==> src/rtl/mips_pkg.sv <==
// mips_pkg: shared pipeline constants and types for the MIPS stages.
// The MEM/WB bundle struct is shared with the memory stage.
package mips_pkg;

  localparam int ANCHO_DATO = 32;
  localparam int NUM_REG    = 32;
  localparam int ANCHO_DIR  = $clog2(NUM_REG);

  typedef logic [ANCHO_DIR-1:0] reg_dir_t;

  localparam reg_dir_t REG_CERO = 5'd0;

  // MEM/WB pipeline register contents
  typedef struct packed {
    logic [ANCHO_DATO-1:0] mem;  // load data
    logic [ANCHO_DATO-1:0] alu;  // ALU result
    reg_dir_t              rd;   // destination register
    logic                  m2r;  // 1: write back load data
    logic                  we;   // register write enable
  } mem_wb_t;

endpackage

==> src/rtl/banco_registros.sv <==
// banco_registros: 32x32 GPR file, one write port, two combinational
// read ports. Register 0 is hardwired to zero.
// Optional macro ETAPA_WB_BYPASS_EN: a read that hits the register being
// written this cycle returns the write data (write-through).
module banco_registros
  import mips_pkg::*;
#(
  parameter int ANCHO_DATO = 32,
  parameter int NUM_REG    = 32
) (
  input  logic                       clk,
  input  logic                       reset,
  input  logic                       we,
  input  logic [$clog2(NUM_REG)-1:0] dir_escritura,
  input  logic [ANCHO_DATO-1:0]      dato_escritura,
  input  logic [$clog2(NUM_REG)-1:0] dir_lectura1,
  input  logic [$clog2(NUM_REG)-1:0] dir_lectura2,
  output logic [ANCHO_DATO-1:0]      dato_lectura1,
  output logic [ANCHO_DATO-1:0]      dato_lectura2
);

  logic [ANCHO_DATO-1:0] regs [NUM_REG];
  logic                  escribe;

  // writes to register 0 are dropped so it never holds a nonzero value
  assign escribe = we && (dir_escritura != REG_CERO);

  // array update; reset clears every entry
  always_ff @(posedge clk) begin
    if (reset) begin
      for (int i = 0; i < NUM_REG; i++) regs[i] <= '0;
    end else if (escribe) begin
      regs[dir_escritura] <= dato_escritura;
    end
  end

  // read ports: register 0 forced to zero, optional same-cycle bypass
  always_comb begin
    dato_lectura1 = (dir_lectura1 == REG_CERO) ? '0 : regs[dir_lectura1];
    dato_lectura2 = (dir_lectura2 == REG_CERO) ? '0 : regs[dir_lectura2];
`ifdef ETAPA_WB_BYPASS_EN
    if (escribe && (dir_lectura1 == dir_escritura)) dato_lectura1 = dato_escritura;
    if (escribe && (dir_lectura2 == dir_escritura)) dato_lectura2 = dato_escritura;
`endif
  end

endmodule

==> src/rtl/etapa_wb.sv <==
// etapa_wb: MIPS write-back stage. MEM/WB register, MemToReg select,
// register file, forwarding outputs and committed-write counter.
// Optional macro ETAPA_WB_BYPASS_EN enables register-file write-through.
module etapa_wb #(
  parameter int ANCHO_DATO = 32,
  parameter int NUM_REG    = 32
) (
  input  logic                       clk,
  input  logic                       reset,
  input  logic                       congelar,
  input  logic                       vaciar,
  input  logic [ANCHO_DATO-1:0]      dato_memoria_out,
  input  logic [ANCHO_DATO-1:0]      alu_result_out,
  input  logic [$clog2(NUM_REG)-1:0] rd_out,
  input  logic                       mem_a_reg_out,
  input  logic                       reg_escribir_out,
  input  logic [$clog2(NUM_REG)-1:0] dir_lectura1,
  input  logic [$clog2(NUM_REG)-1:0] dir_lectura2,
  output logic [ANCHO_DATO-1:0]      dato_lectura1,
  output logic [ANCHO_DATO-1:0]      dato_lectura2,
  output logic [$clog2(NUM_REG)-1:0] rd_WB,
  output logic                       reg_escribir_WB,
  output logic [ANCHO_DATO-1:0]      dato_WB,
  output logic [31:0]                contador_escrituras
);
  import mips_pkg::*;

  mem_wb_t     q;
  logic        commit;
  logic [31:0] cnt_q;

  // MEM/WB register: reset > flush > stall > load. A flush only has to
  // kill the write; the data fields are don't-care and just load.
  always_ff @(posedge clk) begin
    if (reset) begin
      q <= '0;
    end else if (vaciar) begin
      q.mem <= dato_memoria_out;
      q.alu <= alu_result_out;
      q.m2r <= mem_a_reg_out;
      q.rd  <= REG_CERO;
      q.we  <= 1'b0;
    end else if (!congelar) begin
      q.mem <= dato_memoria_out;
      q.alu <= alu_result_out;
      q.rd  <= rd_out;
      q.m2r <= mem_a_reg_out;
      q.we  <= reg_escribir_out;
    end
  end

  assign dato_WB         = q.m2r ? q.mem : q.alu;
  assign rd_WB           = q.rd;
  assign reg_escribir_WB = q.we;

  // a stalled WB holds its instruction without writing, so it commits
  // exactly once when the stall releases
  assign commit = q.we && (q.rd != REG_CERO) && !congelar;

  // committed-write counter, wraps naturally at 2^32
  always_ff @(posedge clk) begin
    if (reset)       cnt_q <= '0;
    else if (commit) cnt_q <= cnt_q + 32'd1;
  end

  assign contador_escrituras = cnt_q;

  banco_registros #(
    .ANCHO_DATO (ANCHO_DATO),
    .NUM_REG    (NUM_REG)
  ) u_banco (
    .clk            (clk),
    .reset          (reset),
    .we             (commit),
    .dir_escritura  (q.rd),
    .dato_escritura (dato_WB),
    .dir_lectura1   (dir_lectura1),
    .dir_lectura2   (dir_lectura2),
    .dato_lectura1  (dato_lectura1),
    .dato_lectura2  (dato_lectura2)
  );

endmodule

==> config.mk <==
export PLATFORM = sky130hd
export DESIGN_NAME = etapa_wb
export DESIGN_NICKNAME = d
export VERILOG_FILES = /design/src/rtl/mips_pkg.sv /design/src/rtl/banco_registros.sv /design/src/rtl/etapa_wb.sv
export SDC_FILE = /design/constraint.sdc
export NUM_CORES = 2
export LEC_CHECK = 0
export ABC_AREA = 0
export CELL_PAD_IN_SITES_DETAIL_PLACEMENT = 1
export CELL_PAD_IN_SITES_GLOBAL_PLACEMENT = 1
export CORE_AREA = 10 10 394 396
export CTS_CLUSTER_DIAMETER = 200
export DETAILED_ROUTE_END_ITERATION = 7
export DIE_AREA = 0 0 404 406
export PLACE_DENSITY_LB_ADDON = 0.15
export SYNTH_ARGS = -nofsm -noshare
export SYNTH_HDL_FRONTEND = slang
export SYNTH_HIERARCHICAL = 1
export SYNTH_SLANG_ARGS = --single-unit
export TNS_END_PERCENT = 20
==> constraint.sdc <==
create_clock -name clk -period 8.4 [get_ports clk]
set_input_delay 1.68 -clock clk [delete_from_list [all_inputs] [get_ports clk]]
set_output_delay 1.68 -clock clk [all_outputs]
set_load 0.05 [all_outputs]
* Word level (Yosys, flattened, before mapping)
Memories as Yosys holds them, arrays and structs flattened.
Cells that the tools add are included.
** Storage, ports and cells
- Register bits after elaboration :: 103
- RAM bits :: 1024
- Input bits :: 85
- Output and inout port bits :: 134
- Word-level logic and storage cells :: 31
- Memories :: 1
** Cells by class
- Add/subtract/negate cells :: 1
- Eq/ne operators :: 1
- Multiplexer cells :: 13
- Reductions and logical operators :: 9
** Memories
- u_banco.regs :: depth 32, bits a word 32, read ports 2, clocked after memory_dff 0, wr ports 32, RTL line banco_registros.sv:22 : logic [ANCHO_DATO-1:0] regs [NUM_REG];
** Operator list (count)
- $mux 71 :: 2
- $mux 32 :: 4
- $add 32x1->32 const B :: 1
- $reduce_or 32->1 :: 1
- $logic_not 5->1 :: 2
- $mux 1 :: 6
- $mux 5 :: 1
- $reduce_bool 5->1 :: 1
- $logic_and 1x1->1 :: 3
- $ne 2x1->1 const B :: 1
- $reduce_or 2->1 :: 1
- $logic_not 1->1 :: 1

* Logic depth before layout (Yosys ltp)
- Depth in word-level cells :: 9
- Depth in mapped cells :: 10
- Depth with buffers taken out :: 6

* Hierarchy
Netlist, hierarchy kept.
** Modules (own cells, without submodules)
- banco_registros :: times used 1, cells an instance 3502, area an instance 54232.0 um^2, seq. area each 30749.5 um^2
- etapa_wb :: times used 1, cells an instance 526, area an instance 4406.7 um^2, seq. area each 2062.0 um^2

* Worst setup path before layout
No wires, ideal clock.
- Kind :: input port to output port
- Start point :: input port dir_lectura2[0]
- End point :: output port dato_lectura2[30]
- Arrival time :: 5.012 ns
- Data required time :: 6.720 ns
- Path slack :: 1.708 ns
- Stages on the path :: 6
- Buffers on the path :: 3
- Cell sequence :: clkbuf_1 -> buf_6 -> buf_4 -> mux4_2 -> mux2i_1 -> a2111oi_0
** Between the ends
- Cells in the longest elaborated chain, start to end :: 2
- Elaborated cells on any way between the ends :: 3
- Those cells by class :: mux (1); reduce/logical (1); memory (1)
** Ends and longest elaborated chain
- start, declared :: RTL line etapa_wb.sv:18 : input logic [$clog2(NUM_REG)-1:0] dir_lectura2,
- $mem_v2 32x32 or $logic_not 5->1 (tied branches)
- $mux 32 * :: RTL line banco_registros.sv:40 : dato_lectura2 = (dir_lectura2 == REG_CERO) ? '0 : regs[dir_lectura2];
- end, declared :: RTL line etapa_wb.sv:20 : output logic [ANCHO_DATO-1:0] dato_lectura2,
Mark *: on every way between the ends. The rest lies on a longest branch, timed or not.

* Final worst setup path
- Start point :: input port dir_lectura2[3]
- End point :: output port dato_lectura2[3]
Same word-level chain as after synthesis.

==> run_results.csv <==
group,metric,value,unit
finish,final_core_util,0.456,
clocking,ctsHoldBuffers,0,
placed_design,hpwlAfterDp,135000,µm
worst_hold_path,hold_depth,2,
global_routing,grt_pass1_wl,306000,µm
critical_path,rr_worst_depth,8,
synthesis,syn_area_per_cell,14.6,µm²
synthesis,yosys_warnings,6,
global_routing,grt_max_degree,88,
die,ios,219,
sta,worst_slew_pin_slew,1.42,ns
outcome,status,"complete, but fails checks",
die,chipWidth,404,µm
power_and_ir_drop,clkPwrFrac,0.414,
global_routing,antenna_found_initial,14,
sta,setup_viol,0,
global_routing,grt-ovfl-total,0,
sta,fin_skew,0.0239,ns
finish,ff_latch_area,32800,µm²
routing,wl_per_cell,35.5,µm
sta,min_period_over_period,0.951,
routing,wl_met3,17400,µm
finish,design_area,67000,µm²
finish,final_nets,4213,
worst_hold_path,min_path_type,"register to register",
clocking,htree_levels,4,
power_and_ir_drop,p_int,10.2,mW
power_and_ir_drop,p_comb_frac,0.124,
clocking,clock_latency,0.79,ns
global_routing,grt_usage,0.262,
synthesis,ys_seq_elements,1127,
sta,rsz0062_at_grt,"no",
die,core_area,147000,µm²
critical_path,worst_ep_arrival_time,6.31,ns
routing,drt-pass1-iter-count,5,
routing,post-route-drc-count,0,
routing,finalWirelength,219000,µm
power_and_ir_drop,switching_share,0.264,
sta,fmax,0.125,GHz
clocking,clockBufferDepth,3,
synthesis,synthXorXnorAreaFrac,0.00284,
finish,final_cell_count_no_fill,6170,
sta,finalMaxSlewViolations,0,
clocking,cts_buffers,136,
routing,via_per_inst,6.14,
synthesis,synthAdderAreaFrac,0.000213,
sta,fin_tns_setup,0,ns
power_and_ir_drop,netSwitchingPower,3.66,mW
sta,max-slew-margin-rel,0.0298,
placed_design,placed_area,62800,µm²
routing,ant_nets,0,
critical_path,cpMaxStageDelayCell,"a2111oi_0",
finish,multi_input_area,24100,µm²
die,die_y,406,µm
clocking,cts_tree,"built",
synthesis,ys_types,59,
sta,period_needed,7.99,ns
critical_path,path_depth,7,
critical_path,crit_type,"primary input to output pin",
synthesis,synthMuxAreaShare,0.220,
sta,hold_viol_final,0,
synthesis,synthFlopType,"edfxtp_1",
synthesis,synth.cell_area,58600,µm²
critical_path,crit_path_max_incr_delay,1.24,ns
critical_path,crit_chain,"clkdlybuf4s50_1, buf_4, or3b_2, o22ai_1, a2111oi_0, nor3_1, clkdlybuf4s50_1",
clocking,path_clk_slew,0.06,ns
routing,wl_met2,102000,µm
finish,drive_gt1_frac,0.229,
critical_path,crit_buf_inv,3,
synthesis,synth_top_family_by_area,"multiplexers",
routing,drtIter0Drc,3953,
critical_path,crit_required,6.72,ns
critical_path,cp_common_cell,"clkdlybuf4s50_1",
run,cap_viol_max_count,1,
clocking,ctsResizeCount,0,
routing,topRoutingLayerUsed,"met4",
synthesis,ys_seq_area_frac,0.560,
clocking,postCtsSetupBuffers,0,
outcome,violations,"max-capacitance violations",
critical_path,critical-path-top-delay-family,"buffers and inverters",
finish,area_growth,14.3,%
placed_design,port_buffers,218,
power_and_ir_drop,p_leak,23.9,nW
power_and_ir_drop,p_per_area,207,nW/µm²
die,die-area,164000,µm²
global_routing,grt_pass1_vias,40100,
power_and_ir_drop,p_total,13.8,mW
routing,dr_total_vias,37900,
die,fp-row-count,141,
placed_design,gp_congestion,0.847,
routing,wl_met1,89400,µm
die,initial_utilization,0.399,
critical_path,cp_max_fo,25,
clocking,cts_root_buffer,"clkbuf_16",
finish,layout_commonest_cell,"edfxtp_1",
clocking,clock_sinks,1127,
critical_path,critPathCaptureType,"output pin",
power_and_ir_drop,pwr-share-seq,0.462,
power_and_ir_drop,ir_drop,0.178,mV
synthesis,synth-edff-count,1024,
critical_path,worstSetupStartpointType,"primary input",
placed_design,post-place-cells,5919,
synthesis,synthCells,4028,
synthesis,synth_compound_area_frac,0.0415,
synthesis,synthArstFlopShare,0,
finish,mostFrequentLayoutCells,"1024 x edfxtp_1, 994 x and2_1, 472 x mux4_2",
finish,fill_cells,14500,
synthesis,synth-simple-area-share,0.142,
final cells by class:
type,count,area share
clock buffers,178,0.0547
inverters,7,0.000411
diodes,4,0.000149
multi-input cells,2499,0.360
clock inverters,69,0.00840
repair buffers,356,0.0504
well taps,1930,0.0360
flip-flops and latches,1127,0.490
cell usage after synthesis, drive strengths merged, types with 5 or more instances:
library cell	count	share of area
a2111oi	55	0.0091
a211oi	7	0.00090
a21oi	89	0.0076
a22o	51	0.0076
a22oi	16	0.0020
and2	995	0.11
and3	6	0.00066
buf	131	0.015
clkbuf	295	0.019
dfxtp	103	0.035
edfxtp	1024	0.52
inv	6	0.00038
mux2	63	0.012
mux2i	156	0.027
mux4	472	0.18
nand2	153	0.0098
nand2b	7	0.00087
nand3	15	0.0015
nand3b	5	0.00064
nand4	12	0.0018
nor2	66	0.0042
nor2b	16	0.0017
nor3	60	0.0053
nor4	9	0.0012
o21ai	13	0.0011
o22ai	103	0.011
or2	34	0.0036
or3	12	0.0013
xnor2	7	0.0010
xor2	12	0.0018
sequential cells by signal (all words and copies together), names as in the netlist:
signal               count
q                       65
rd_WB                    5
u_banco/regs          1024
contador_escrituras     32
reg_escribir_WB          1
power groups by stage:
stage	clock [mW]	sequential, mW	combinational [mW]
2_1_floorplan	0	6.46	1.03
3_3_place_gp	0	6.50	1.71
3_5_place_dp	0	6.51	1.71
4_1_cts	5.84	6.40	1.72
5_1_grt	6.06	6.42	1.78
6_report	5.73	6.40	1.72
final timing paths:
path | from | endpoint | slack (ns)
max | dir_lectura2[3] | dato_lectura2[3] | 0.41
max reg2reg | rd_WB[4] | u_banco/regs[1][25] | 3.68
min reg2reg | q[49] | q[49] | 0.45
min | q[49] | q[49] | 0.45
worst reg2reg max path, delay by kind of cell (launching register included):
family	cells	cell delay [ns]
and+or+nand+nor	4	2.21
DFF	1	0.68
AOI/OAI and AO/OA	1	0.33
buffers and inverters	3	1.18
per-layer routing:
| layer | vias up | global-route usage |
|---|---|---|
| met5 | - | 0 |
| li1 | 15500 | - |
| met3 | 418 | 0.0559 |
| met1 | 20200 | 0.344 |
| met2 | 1757 | 0.419 |
| met4 | 0 | 0.116 |
metrics by stage:
stage,hold WS [ns],worst slack [ns]
floorplan,0.428,1.71
global placement,0.436,0.771
detailed placement,0.444,0.673
CTS,0.452,0.643
global route,0.464,0.430
finish,0.448,0.410
kinds of logic (layout without fill, tap and decap cells):
kind of cell / after synthesis / in the layout
AOI/OAI and AO/OA: 348 / 348
DFF: 1127 / 1127
muxes: 691 / 691
xor gates and xnor gates: 19 / 19
buffers and inverters: 433 / 610
other: 1 / 36
adders and majority gates: 1 / 1
and+or+nand+nor: 1408 / 1408
No activity file was read; power rests on OpenSTA's default activity.
